[src/rtl/l2_dport_master.sv]
// Requester-side controller for one L2 line data array port: line reads with a
// held response, and byte-masked writes posted through an in-order write buffer.
module l2_dport_master #(
    parameter int unsigned NUM_COL    = 16,
    parameter int unsigned COL_WIDTH  = 8,
    parameter int unsigned ADDR_WIDTH = 8,
    parameter int unsigned DATA_WIDTH = NUM_COL * COL_WIDTH,
    parameter int unsigned WB_DEPTH   = 2
) (
    input  logic                  clk_i,
    input  logic                  rst_ni,
    input  logic                  req_valid_i,
    output logic                  req_ready_o,
    input  logic                  req_we_i,
    input  logic [NUM_COL-1:0]    req_be_i,
    input  logic [ADDR_WIDTH-1:0] req_addr_i,
    input  logic [DATA_WIDTH-1:0] req_data_i,
    output logic                  rsp_valid_o,
    input  logic                  rsp_ready_i,
    output logic [DATA_WIDTH-1:0] rsp_data_o,
    output logic                  mem_we_o,
    output logic [NUM_COL-1:0]    mem_be_o,
    output logic [ADDR_WIDTH-1:0] mem_addr_o,
    output logic [DATA_WIDTH-1:0] mem_data_o,
    input  logic [DATA_WIDTH-1:0] mem_data_i,
    output logic                  wb_empty_o
);

    localparam int unsigned PTR_W = (WB_DEPTH > 1) ? $clog2(WB_DEPTH) : 1;
    localparam int unsigned CNT_W = PTR_W + 1;

    typedef enum logic [1:0] {
        S_IDLE,
        S_RD_ISSUE,
        S_RD_CAPT,
        S_RSP
    } state_t;

    state_t r_state;
    state_t w_state_nxt;

    logic [ADDR_WIDTH-1:0] r_wb_addr [WB_DEPTH];
    logic [NUM_COL-1:0]    r_wb_be   [WB_DEPTH];
    logic [DATA_WIDTH-1:0] r_wb_data [WB_DEPTH];
    logic [PTR_W-1:0]      r_wr_ptr;
    logic [PTR_W-1:0]      r_rd_ptr;
    logic [CNT_W-1:0]      r_count;

    logic                  r_mem_we;
    logic [NUM_COL-1:0]    r_mem_be;
    logic [ADDR_WIDTH-1:0] r_mem_addr;
    logic [DATA_WIDTH-1:0] r_mem_data;
    logic                  r_rsp_valid;
    logic [DATA_WIDTH-1:0] r_rsp_data;

    logic             w_full;
    logic             w_empty;
    logic             w_wb_hit;
    logic [PTR_W-1:0] w_off;
    logic             w_rd_acc;
    logic             w_wr_acc;
    logic             w_push;
    logic             w_pop;

    assign w_full  = (r_count == CNT_W'(WB_DEPTH));
    assign w_empty = (r_count == '0);

    // An entry is live when its distance from the head is below the occupancy.
    always_comb begin
        w_wb_hit = 1'b0;
        w_off    = '0;
        for (int unsigned i = 0; i < WB_DEPTH; i++) begin
            w_off = PTR_W'(i) - r_rd_ptr;
            if ((CNT_W'(w_off) < r_count) && (r_wb_addr[i] == req_addr_i)) begin
                w_wb_hit = 1'b1;
            end
        end
    end

    assign req_ready_o = req_we_i ? !w_full : ((r_state == S_IDLE) && !w_wb_hit);
    assign w_rd_acc    = req_valid_i && !req_we_i && (r_state == S_IDLE) && !w_wb_hit;
    assign w_wr_acc    = req_valid_i && req_we_i && !w_full;
    assign w_push      = w_wr_acc && (req_be_i != '0);
    assign w_pop       = !w_rd_acc && !w_empty;

    always_ff @(posedge clk_i or negedge rst_ni) begin
        if (!rst_ni) begin
            r_state <= S_IDLE;
        end else begin
            r_state <= w_state_nxt;
        end
    end

    always_comb begin
        w_state_nxt = r_state;
        case (r_state)
            S_IDLE:     if (w_rd_acc) w_state_nxt = S_RD_ISSUE;
            S_RD_ISSUE: w_state_nxt = S_RD_CAPT;
            S_RD_CAPT:  w_state_nxt = S_RSP;
            S_RSP:      if (rsp_ready_i) w_state_nxt = S_IDLE;
            default:    w_state_nxt = S_IDLE;
        endcase
    end

    always_ff @(posedge clk_i or negedge rst_ni) begin
        if (!rst_ni) begin
            r_wr_ptr <= '0;
            r_rd_ptr <= '0;
            r_count  <= '0;
        end else begin
            if (w_push) r_wr_ptr <= r_wr_ptr + 1'b1;
            if (w_pop)  r_rd_ptr <= r_rd_ptr + 1'b1;
            if (w_push && !w_pop) begin
                r_count <= r_count + 1'b1;
            end else if (!w_push && w_pop) begin
                r_count <= r_count - 1'b1;
            end
        end
    end

    always_ff @(posedge clk_i) begin
        if (w_push) begin
            r_wb_addr[r_wr_ptr] <= req_addr_i;
            r_wb_be[r_wr_ptr]   <= req_be_i;
            r_wb_data[r_wr_ptr] <= req_data_i;
        end
    end

    // A read issue owns the array port on its acceptance edge; drains take every other edge.
    always_ff @(posedge clk_i or negedge rst_ni) begin
        if (!rst_ni) begin
            r_mem_we   <= 1'b0;
            r_mem_be   <= '0;
            r_mem_addr <= '0;
            r_mem_data <= '0;
        end else if (w_rd_acc) begin
            r_mem_we   <= 1'b0;
            r_mem_be   <= '0;
            r_mem_addr <= req_addr_i;
        end else if (w_pop) begin
            r_mem_we   <= 1'b1;
            r_mem_be   <= r_wb_be[r_rd_ptr];
            r_mem_addr <= r_wb_addr[r_rd_ptr];
            r_mem_data <= r_wb_data[r_rd_ptr];
        end else begin
            r_mem_we <= 1'b0;
            r_mem_be <= '0;
        end
    end

    always_ff @(posedge clk_i or negedge rst_ni) begin
        if (!rst_ni) begin
            r_rsp_valid <= 1'b0;
            r_rsp_data  <= '0;
        end else if (r_state == S_RD_CAPT) begin
            r_rsp_valid <= 1'b1;
            r_rsp_data  <= mem_data_i;
        end else if ((r_state == S_RSP) && rsp_ready_i) begin
            r_rsp_valid <= 1'b0;
        end
    end

    assign mem_we_o    = r_mem_we;
    assign mem_be_o    = r_mem_be;
    assign mem_addr_o  = r_mem_addr;
    assign mem_data_o  = r_mem_data;
    assign rsp_valid_o = r_rsp_valid;
    assign rsp_data_o  = r_rsp_data;
    assign wb_empty_o  = w_empty && !r_mem_we;

endmodule

[config.mk]
export PLATFORM = sky130hd
export DESIGN_NAME = l2_dport_master
export DESIGN_NICKNAME = d
export VERILOG_FILES = /design/src/rtl/l2_dport_master.sv
export SDC_FILE = /design/constraint.sdc
export NUM_CORES = 1
export LEC_CHECK = 0
export CAP_MARGIN = 10
export CORE_MARGIN = 3
export CORE_UTILIZATION = 49
export CTS_CLUSTER_SIZE = 12
export DETAILED_ROUTE_END_ITERATION = 6
export PLACE_DENSITY = 0.8
export SYNTH_ARGS = -nofsm -noshare
export SYNTH_HDL_FRONTEND = slang
export SYNTH_SLANG_ARGS = --single-unit
export TNS_END_PERCENT = 10
[constraint.sdc]
create_clock -name clk_i -period 9.75 [get_ports clk_i]
set_input_delay 1.4625 -clock clk_i [delete_from_list [all_inputs] [get_ports clk_i]]
set_output_delay 1.4625 -clock clk_i [all_outputs]
set_load 0.02 [all_outputs]
==> results of run 1 <==
-- worst max-delay path: stages --
cell	delay, ns
clkdlybuf4s50_1	0.51
xor2_1	0.20
nor3_1	0.35
a41oi_4	0.22
a31o_2	0.29
clkdlybuf4s50_1	0.59
-- final timing paths --
path	slack, ns	end	cells after the start
max	4.66	req_ready_o	6
min	0.50	rsp_valid_o$_DFFE_PN0P_	1
max reg2reg	6.09	r_count[1]$_DFFE_PN0P_	10
min reg2reg	0.50	rsp_valid_o$_DFFE_PN0P_	1
max in group asynchronous	7.54	rsp_data_o[47]$_DFFE_PN0P_	2
min in group asynchronous	0.81	mem_data_o[70]$_DFFE_PN0P_	1
-- routing by layer --
metal  vias to the layer above  part of all wire  track usage  routed length [µm]
met2                       484              0.51       0.4128               30310
met4                        10             0.055       0.1303                3295
met1                      6333              0.34       0.2561               20230
met5                         -            0.0011            0                  65
li1                       5516                 -            -                   -
met3                       128              0.10      0.09352                6003
-- synthesized netlist by cell type, types with 3 or more instances --
library cell and count:
edfxtp_1 304, dfrtp_1 288, mux2_2 272, mux2_4 120, clkbuf_1 27, mux2i_1 24
nor2b_1 19, xor2_1 15, buf_12 10, nand2_1 9, o21ai_0 8, inv_1 6
xnor2_1 6, ha_1 5, nor2_1 5, buf_1 4, buf_6 4, nor4_1 4
buf_2 3
-- sequential cells by signal (all words and copies together), names as in the netlist --
register     flops
r_wb_addr       16
mem_data_o     128
r_wr_ptr         1
r_rd_ptr         1
r_wb_be         32
r_wb_data      256
rsp_data_o     128
r_count          2
rsp_valid_o      1
mem_be_o        16
mem_addr_o       8
mem_we_o         1
r_state          2
-- metrics by stage --
step	hold slack (ns)	std cells	setup slack, ns	area, µm²	power [mW]
floorplan	0.4555	1158	0.4932	22550	6.538
global placement	0.4645	2282	4.670	28740	8.337
detailed placement	0.4861	2282	4.662	28740	8.441
CTS	0.4997	2395	4.661	30560	10.63
global route	0.5138	2399	4.586	30580	10.98
finish	0.4970	2403	4.658	30590	10.53
-- cell usage in the layout (no fill, tap or decap), types with 9 or more instances in the layout --
cell type        count
buf_4               11
clkbuf_1            38
clkbuf_16           62
clkdlybuf4s50_1    567
dfrtp_1            287
edfxtp_1           304
mux2_2             272
mux2_4             120
mux2i_1             24
nand2_1              9
nor2b_1             18
xor2_1              15
-- final cells by class --
| cell class | instances | area [µm²] |
|---|---|---|
| clock inverters | 10 | 88.84 |
| well taps | 592 | 740.7 |
| diodes | 7 | 17.52 |
| repair buffers | 582 | 5824 |
| clock buffers | 103 | 1735 |
| multi-input cells | 511 | 5823 |
| inverters | 6 | 22.52 |
| fillers | 2898 | 14210 |
| flip-flops and latches | 592 | 16340 |
-- cells by family after synthesis --
kind of cell	after synthesis	share of synthesized area
XOR/XNOR	21	0.008156
flip-flops	592	0.7244
AND/OR/NAND/NOR	48	0.01187
multiplexers	416	0.2264
AO/OA/AOI/OAI	21	0.008046
buffers and inverters	55	0.01836
adder cells (fa/ha/maj)	5	0.002774
-- power breakdown --
part	internal, mW	switching [mW]	leakage [nW]	total (mW)
logic	2.36	2.13	4.83	4.49
registers	3.45	0.453	6.16	3.90
clock network	1.21	0.934	0.880	2.14
==> results.yml, run 1 <==
routing:
  drt_pass1_iterations: 5
  ant_nets: 0
  drt_iter0_markers: 716
  wl_per_cell_um: 24.93
  drc: 0
  routed-via-count: 12470
  vias_per_cell: 5.190
  drt_wl_total_um: 59910
global_route:
  grt_max_degree: 157
  track_usage: 0.2405
  grt_pass1_wl_um: 85730
  antenna_found_initial: 11
  grt_pass1_vias: 13490
  grt-ovfl-total: 0
finish:
  syn_to_final_growth_pct: 35.66
  drive_gt1_frac: 0.2727
  fin_util: 0.6829
  layout.nets: 2043
synthesis:
  yosysSeqAreaShare: 0.7244
  netlist.area_leader.share: 0.4048
  yosysWarnings: 0
  ys.flop_type: "edfxtp_1"
  ys_top_cells_by_area: "edfxtp_1, dfrtp_1, mux2_2"
  synth_edf_count: 304
  yosysTopAreaCell: "edfxtp_1"
  synth_cell_types: 38
  ys_ff_latch: 592
  avgSynthCellArea_um2: 19.47
  postSynthCellCount: 1158
  synth_area_mm2: 0.02255
  synth_nets: 1448
  synthArstFlopShare: 0.4865
floorplan:
  core_mm2: 0.04480
  rows: 77
  dieArea_mm2: 0.04863
  die_h_um: 220.5
  start_util: 0.5034
  ios: 569
  fp.dieW_um: 220.5
sta:
  worstMarginPinSlew_ns: 1.127
  finalSetupViolCount: 0
  tns_ns: 0
  max_freq_mhz: 196.4
  rsz0062_at_grt: "no"
  min_period_ns: 5.092
  final.period_utilization: 0.5223
  slew_viol_final: 0
  finClkSkew_ns: 0.01669
  relSlewSlack: 0.2486
  hold_violations: 0
clocking:
  h-tree-depth: 2
  root_buffer: "clkbuf_16"
  cts.path.max_buffers: 3
  cts_setup_buffers: 0
  path_clk_slew_ns: 0.06
  insertion_delay_ns: 0.62
  hold_buffers: 0
  numCtsBuffers: 60
  cts_tree: "done"
  clkSinkCount: 592
  cts_resized: 0
hold_path:
  hp-start: "rsp_valid_o$_DFFE_PN0P_"
  hold_class: "flip-flop to flip-flop"
critical_path:
  worstSetupPathType: "input port to output port"
  rr_startpoint: "r_rd_ptr$_DFFE_PN0P_"
  crit_start: "req_addr_i[5]"
  cp-end-kind: "output port"
  cp_data_required_time_ns: 8.29
  crit_arrival_ns: 3.63
  crit_fanout: 6
  start_kind: "input port"
pwr:
  pwr_density_cell_mw_per_mm2: 344.3
  irDropWorstVdd_uv: 223.8
  p_leak_nw: 11.87
placement:
  hpwl_um: 41410
  io_buffers: 568
  gp_congestion: 0.8245
job:
  cap_violations: 0
run_status:
  status: "finished, final reports clean"
Power figures use the tool's default switching activity.
==> inputs of run 2 (changes only) <==
--- a/config.mk
+++ b/config.mk
@@ -7,10 +7,10 @@
 export LEC_CHECK = 0
 export CAP_MARGIN = 10
 export CORE_MARGIN = 3
-export CORE_UTILIZATION = 49
+export CORE_UTILIZATION = 44
 export CTS_CLUSTER_SIZE = 12
 export DETAILED_ROUTE_END_ITERATION = 6
-export PLACE_DENSITY = 0.8
+export PLACE_DENSITY = 0.76
 export SYNTH_ARGS = -nofsm -noshare
 export SYNTH_HDL_FRONTEND = slang
 export SYNTH_SLANG_ARGS = --single-unit
==> constraint.sdc (replaced) <==
create_clock -name clk_i -period 4.25 [get_ports clk_i]
set_input_delay 0.6375 -clock clk_i [delete_from_list [all_inputs] [get_ports clk_i]]
set_output_delay 0.6375 -clock clk_i [all_outputs]
set_load 0.02 [all_outputs]
==> run 2 against run 1 <==
Effect of this change:
- the run now ends with negative hold slack left
- sequential share of layout area is 0.41 points lower
- sequential power is 130% higher
- setup slack worse by 3.9 ns
- critical path depth stayed put
- final cell count is 3.4% higher
- critical path type unchanged
- design area is 0.77% higher
- routed wire length is 3.6% lower
- clock skew is 0.0018 ns lower
- global-route usage is 3.3 points lower
==> results.yml, run 2 (synthesis results as in run 1) <==
floorplan:
  ios: 569
  start_util: 0.4476
  rows: 82
  dieArea_mm2: 0.05400
  fp.dieW_um: 232.4
  core_mm2: 0.05038
  die_h_um: 232.4
finish:
  layout_common_cells: "clkdlybuf4s50_1, edfxtp_1, dfrtp_1, mux2_2, mux2_4"
  final_common_cell: "clkdlybuf4s50_1"
  drive_gt1_frac: 0.2777
  fillers: 3679
  largest_register_ffs: 256
  post-route-cell-area_mm2: 0.03083
  fin_util: 0.6120
  regMostFlops: "r_wb_data"
  layout.nets: 2051
  syn_to_final_growth_pct: 36.71
sta:
  slew_viol_final: 0
  max_freq_mhz: 285.1
  hold_violations: 8
  min_period_ns: 3.507
  whs_ns: -0.01348
  worstMarginPinSlew_ns: 0.8504
  rsz0062_at_grt: "no"
  final.period_utilization: 0.8252
  relSlewSlack: 0.4330
  finalSetupViolCount: 0
  finClkSkew_ns: 0.01485
routing:
  drc: 0
  vias_per_cell: 4.931
  drt_iter0_markers: 588
  routed-via-count: 12250
  ant_nets: 0
  wl_per_cell_um: 23.26
  drt_pass1_iterations: 5
  drt_wl_total_um: 57770
clocking:
  numCtsBuffers: 59
  h-tree-depth: 2
  hold_buffers: 0
  cts.path.max_buffers: 3
  insertion_delay_ns: 0.60
  cts_tree: "done"
  clkSinkCount: 592
  cts_resized: 0
  cts_setup_buffers: 0
  root_buffer: "clkbuf_16"
  path_clk_slew_ns: 0.06
hold_path:
  hold_class: "input port to async pin"
placement:
  hpwl_um: 39830
  gp_congestion: 0.8165
  place_area_mm2: 0.02900
  io_buffers: 568
run_status:
  status: "complete, but fails checks"
  violations: "negative hold slack"
job:
  cap_violations: 0
global_route:
  grt_max_degree: 116
  grt_pass1_wl_um: 83720
  grt-ovfl-total: 0
  track_usage: 0.2071
  antenna_found_initial: 9
  grt_pass1_vias: 13140
pwr:
  irDropWorstVdd_uv: 722.3
  pwr_density_cell_mw_per_mm2: 782.0
  p_leak_nw: 11.94
critical_path:
  r2r_cells: 7
  start_kind: "input port"
  worstSetupPathType: "input port to output port"
  crit_fanout: 6
  crit_arrival_ns: 2.87
  crit_start: "req_addr_i[1]"
  rr_startpoint: "r_wb_addr[0][1]$_DFFE_PP_"
  cp-end-kind: "output port"
  cp_data_required_time_ns: 3.61
[run 2: cell types whose count changed in the layout (fill, tap and decap cells not counted), sizes merged]
| cell | previous run | this run |
|---|---|---|
| buf | 15 | 24 |
| clkbuf | 103 | 101 |
| inv | 9 | 6 |
| clkinvlp | 1 | 0 |
| bufinv | 0 | 1 |
| diode | 7 | 4 |
[run 2: cell type report]
| class | count | area (µm²) | area share |
|---|---|---|---|
| Antenna cell | 4 | 10.01 | 0.0003247 |
| Clock inverter | 7 | 60.06 | 0.001948 |
| Inverter | 6 | 22.52 | 0.0007305 |
| Multi-Input combinational cell | 511 | 5823 | 0.1889 |
| Clock buffer | 101 | 1757 | 0.05698 |
| Sequential cell | 592 | 16340 | 0.5300 |
| Timing Repair Buffer | 591 | 5976 | 0.1938 |
| Tap cell | 672 | 840.8 | 0.02727 |
[run 2: through the flow]
| stage | cells | setup TNS (ns) | power (mW) | setup WS [ns] |
|---|---|---|---|---|
| final | 2484 | 0 | 24.11 | 0.7429 |
| after global routing | 2483 | 0 | 25.15 | 0.6696 |
| after CTS | 2480 | 0 | 24.40 | 0.7404 |
| after detailed placement | 2372 | 0 | 19.38 | 0.7345 |
| after global placement | 2372 | 0 | 19.16 | 0.8064 |
| after floorplan | 1158 | -133.02 | 14.96 | -0.8752 |
[run 2: where the power goes]
part	switching [mW]	internal (mW)
clock network	2.08	2.84
registers	0.927	7.91
logic	4.89	5.46
total	7.89	16.2
[run 2: worst max-delay path: stages]
cell	delay (ns)
clkdlybuf4s50_1	0.51
xor2_1	0.19
nor3_1	0.41
a41oi_4	0.24
a31o_2	0.30
clkdlybuf4s50_1	0.58
[run 2: per-layer routing]
metal | vias up | track usage | routed length, µm
met5 | - | 0 | 67
met3 | 119 | 0.07125 | 4933
met2 | 408 | 0.3481 | 28740
met4 | 12 | 0.09895 | 2855
met1 | 6199 | 0.2375 | 21170
li1 | 5511 | - | -
[run 2: final timing paths]
check                                              endpoint  slack, ns
worst min register to register      rsp_valid_o$_DFFE_PN0P_       0.50
max in group asynchronous        mem_data_o[15]$_DFFE_PN0P_       3.22
min in group clk_i                  rsp_valid_o$_DFFE_PN0P_       0.50
worst min-delay path             mem_data_o[71]$_DFFE_PN0P_      -0.01
worst max register to register  mem_data_o[120]$_DFFE_PN0P_       1.48
worst max-delay path                            req_ready_o       0.74
==> RTL change 1 (config.mk and constraints of run 2) <==
Set the parameter `ADDR_WIDTH` to 7 (it was 8).
--- a/src/rtl/l2_dport_master.sv
+++ b/src/rtl/l2_dport_master.sv
@@ -5,3 +5,3 @@
     parameter int unsigned COL_WIDTH  = 8,
-    parameter int unsigned ADDR_WIDTH = 8,
+    parameter int unsigned ADDR_WIDTH = 7,
     parameter int unsigned DATA_WIDTH = NUM_COL * COL_WIDTH,
Interface: changed (resized mem_addr_o and req_addr_i); port bits go from 569 to 567. No check against the original RTL was run, so the function may have changed too.
==> RTL change 1 against run 2 <==
Utilization up 0.50 points; routed wire length decreased by 1.9%; synthesized area is 1.2% lower; via count is essentially flat; cell area fell by 1.0%; setup slack worse by 40 ps; count of clock-buffer cells in the layout up 2; sequential cell count is 3 lower; synthesized cell count fell by 1.5%; power down 1.0%; largest cell class unchanged; highest routed layer unchanged.
==> RTL change 1: results (changes against run 2) <==
number of vias per cell=4.98 (was 4.93); CLK BUF=103 (was 101); LEAKAGE=11.7 nW (was 11.9 nW); main area contributors after synthesis=edfxtp_1 (41%), dfrtp_1 (32%), mux2_2 (14%), mux2_4 (6.7%), mux2i_1 (1.1%) (was edfxtp_1 (40%), dfrtp_1 (32%), mux2_2 (14%), mux2_4 (8.0%), mux2i_1 (1.1%)); Non-clk bufs=582 (was 591); WHS=91.6 ps (was -13.5 ps); Setup crit start=req_addr_i[5] (was req_addr_i[1]); global-route wire length before repair=84100 um (was 83700 um); EDFF count, synth=302 (was 304); syn nets=1430 (was 1448); DP Area=0.0286 sq mm (was 0.0290 sq mm); Clock-cell share=6.06% (was 5.89%); PortBufs=566 (was 568); status=complete, no violations (was finished, violations left); hpwl dp=38800 um (was 39800 um); Post-Place Setup Slack=598 ps (was 734 ps); share of cells above drive strength 1=26.6% (was 27.8%); Post-Route WL=56700 um (was 57800 um); final RePlAce weighted congestion=0.807 (was 0.817); clk_skew=18.6 ps (was 14.9 ps); R2R Path End=mem_data_o[1]$_DFFE_PN0P_ (was mem_data_o[120]$_DFFE_PN0P_); clock sinks=589 (was 592); CTS buffer count=60 (was 59); number of DRC markers in iteration 0=538 (was 588); most frequent cells after synthesis=edfxtp_1 (302), dfrtp_1 (287), mux2_2 (272) (was edfxtp_1 (304), dfrtp_1 (288), mux2_2 (272)); dpl cells=2339 (was 2372); total number of vias=12246 (was 12249); syn avg cell area=19.5 sq um (about the same); reg2reg start=r_rd_ptr$_DFFE_PN0P_ (was r_wb_addr[0][1]$_DFFE_PP_); Fillers=3650 (was 3679); comb_multi_in=500 (was 511); fin area=0.0305 sq mm (was 0.0308 sq mm); reg2reg setup slack=1330 ps (was 1480 ps); GRT Total Usage=20.9% (was 20.7%); area delta synth->final=37.0% (was 36.7%); number of global-route vias before repair=13307 (was 13135)
RTL change 1: kinds of logic (layout without fill, tap and decap cells):
group / after synthesis / count (layout) / synth area share, %
DFF: 589 / 589 / 72.9
muxes: 416 / 416 / 22.6
buffers and inverters: 52 / 700 / 1.81
and+or+nand+nor: 45 / 45 / 1.13
xor gates and xnor gates: 19 / 19 / 0.747
AOI/OAI and AO/OA: 15 / 15 / 0.505
adders and majority gates: 5 / 5 / 0.281
other: 0 / 7 / 0
RTL change 1: report_power, final:
group	internal, mW	leakage, nW	switching [mW]
clock	2.84	0.898	2.10
combinational	5.33	4.73	4.70
sequential	7.87	6.11	1.03
total	16.0	11.7	7.82
RTL change 1: layer usage:
layer / share of wire [%] / GRT usage, %
met5: 0.17 / 0
met4: 2.3 / 6.14
met3: 7.8 / 7.14
met2: 49 / 33.9
met1: 40 / 26.8
==> RTL change 2 (config.mk and constraints of run 2) <==
Made on the original files. The 4 states of `state_t` get a one-hot encoding in 4 bits.
--- a/src/rtl/l2_dport_master.sv
+++ b/src/rtl/l2_dport_master.sv
@@ -31,7 +31,7 @@
 
-    typedef enum logic [1:0] {
-        S_IDLE,
-        S_RD_ISSUE,
-        S_RD_CAPT,
-        S_RSP
+    typedef enum logic [3:0] {
+        S_IDLE     = 4'b0001,
+        S_RD_ISSUE = 4'b0010,
+        S_RD_CAPT  = 4'b0100,
+        S_RSP      = 4'b1000
     } state_t;
Formal check against the unedited RTL: same outputs for any inputs over 4 cycles, from zero or initial values and one cycle with rst_ni low; so few cycles prove little.
==> RTL change 2 against run 2 <==
Power decreased by 18%; die area down 2.3%; setup slack lost 24 ps; cell area down 1.8%; global-route usage decreased by 0.35 points; largest power group is now sequential cells; sequential cell count increased by 2; routed wire length shrank 6.0%; synthesized area down 2.4%; clock power decreased by 2%; sequential share of layout area up 1.1 points; highest routed layer unchanged; synthesized cell count shrank 0.17%.
==> RTL change 2: results (changes against run 2) <==
final RePlAce weighted congestion=0.836 (was 0.817); Psw=6.16 mW (was 7.89 mW); cell family with most CP delay=compound AO/OA/AOI/OAI gates (was buffers and inverters); status=complete, no violations (was finished, violations left); total number of vias=12329 (was 12249); met3 GRT Util=5.76% (was 7.13%); cells on worst reg2reg path=6 (was 7); main area contributors after synthesis=edfxtp_1 (41%), dfrtp_1 (33%), mux2_2 (16%), mux2_1 (4.5%), mux2i_1 (1.1%) (was edfxtp_1 (40%), dfrtp_1 (32%), mux2_2 (14%), mux2_4 (8.0%), mux2i_1 (1.1%)); Crit Path Category=flip-flop to output port (was primary input to output port); dpl cells=2354 (was 2372); share of cells above drive strength 1=22.8% (was 27.8%); initial antenna violation count=7 (was 9); reg2reg setup slack=1430 ps (was 1480 ps); number of global-route vias before repair=13322 (was 13135); reg2reg start=r_rd_ptr$_DFFE_PN0P_ (was r_wb_addr[0][1]$_DFFE_PP_); DP Area=0.0285 sq mm (was 0.0290 sq mm); GRT Total Usage=20.4% (was 20.7%); largest net degree at the start of global routing=151 (was 116); syn avg cell area=19.0 sq um (was 19.5 sq um); clk_skew=25.0 ps (was 14.9 ps); drt pass-1 iters=6 (was 5); R2R Path End=mem_data_o[68]$_DFFE_PN0P_ (was mem_data_o[120]$_DFFE_PN0P_); LEAKAGE=11.6 nW (was 11.9 nW); register area share after synthesis=74.5% (was 72.4%); grt met2 use=34.6% (was 34.8%); Async SR Flop Fraction=48.8% (was 48.6%); Finished Layout Cells=2466 (was 2484); CP max stage cell=dfrtp_4 (was clkdlybuf4s50_1); hpwl dp=36600 um (was 39800 um); number of DRC markers in iteration 0=552 (was 588); Worst EP arrival=2890 ps (was 2870 ps); syn nets=1442 (was 1448); Netlist cell types=39 (was 38); Fillers=3611 (was 3679); met1 usage=24.8% (was 23.7%); most frequent cells after synthesis=mux2_2 (306), edfxtp_1 (304), dfrtp_1 (289) (was edfxtp_1 (304), dfrtp_1 (288), mux2_2 (272)); Max-slew headroom=35.8% (was 43.3%); maximum vdd drop=0.513 mV (was 0.722 mV); Net count, final=2037 (was 2051); CP max FO=12 (was 6)
-- RTL change 2: area by class of cell --
cell class	count	area, sq um	share of cell area [%]
diodes	2	5.00	0.0165
clock buffers	103	1730	5.73
clock inverters	7	55.1	0.182
inverters	4	15.0	0.0496
multi-input cells	508	5330	17.6
flip-flops and latches	594	16400	54.2
well taps	664	831	2.74
repair buffers	584	5910	19.5
-- RTL change 2: power groups by stage --
stage	sequential [mW]	combinational [mW]	clock, mW
floorplan	9.37	2.55	0
global placement	8.20	6.79	0
detailed placement	8.27	6.90	0
CTS	8.19	6.94	4.96
global route	8.32	7.20	5.19
finish	8.17	6.83	4.83
-- RTL change 2: logic make-up (layout without fill, tap and decap cells) --
family,count (synthesis),count (layout),share of synthesized area [%]
other cells,0,2,0
xor+xnor,21,21,0.836
flops,594,594,74.5
mux,417,417,21.2
simple gates,52,52,1.39
fa+ha+maj,1,1,0.0568
compound gates,17,17,0.642
buf+inv,54,698,1.42
-- RTL change 2: worst min-delay path by stage --
stage,start,endpoint,cells past startpoint
finish,rst_ni,mem_data_o[109]$_DFFE_PN0P_,1
global route,rst_ni,mem_data_o[109]$_DFFE_PN0P_,1
CTS,rst_ni,mem_data_o[109]$_DFFE_PN0P_,1
detailed placement,mem_data_o[3]$_DFFE_PN0P_,mem_data_o[3]$_DFFE_PN0P_,1
global placement,mem_data_o[18]$_DFFE_PN0P_,mem_data_o[18]$_DFFE_PN0P_,1
floorplan,rst_ni,mem_addr_o[0]$_DFFE_PN0P_,0
-- RTL change 2: per-stage QoR --
stage	setup TNS, ps	setup WS [ps]
after global routing	0	618
after detailed placement	0	741
after CTS	0	680
after floorplan	-121600	-800
after global placement	0	802
final	0	719
-- RTL change 2: metal layers --
layer	vias to the layer above	routed length (um)
met4	8	1840
met2	379	27300
met1	6303	21100
li1	5530	-
met3	109	3970
met5	-	52
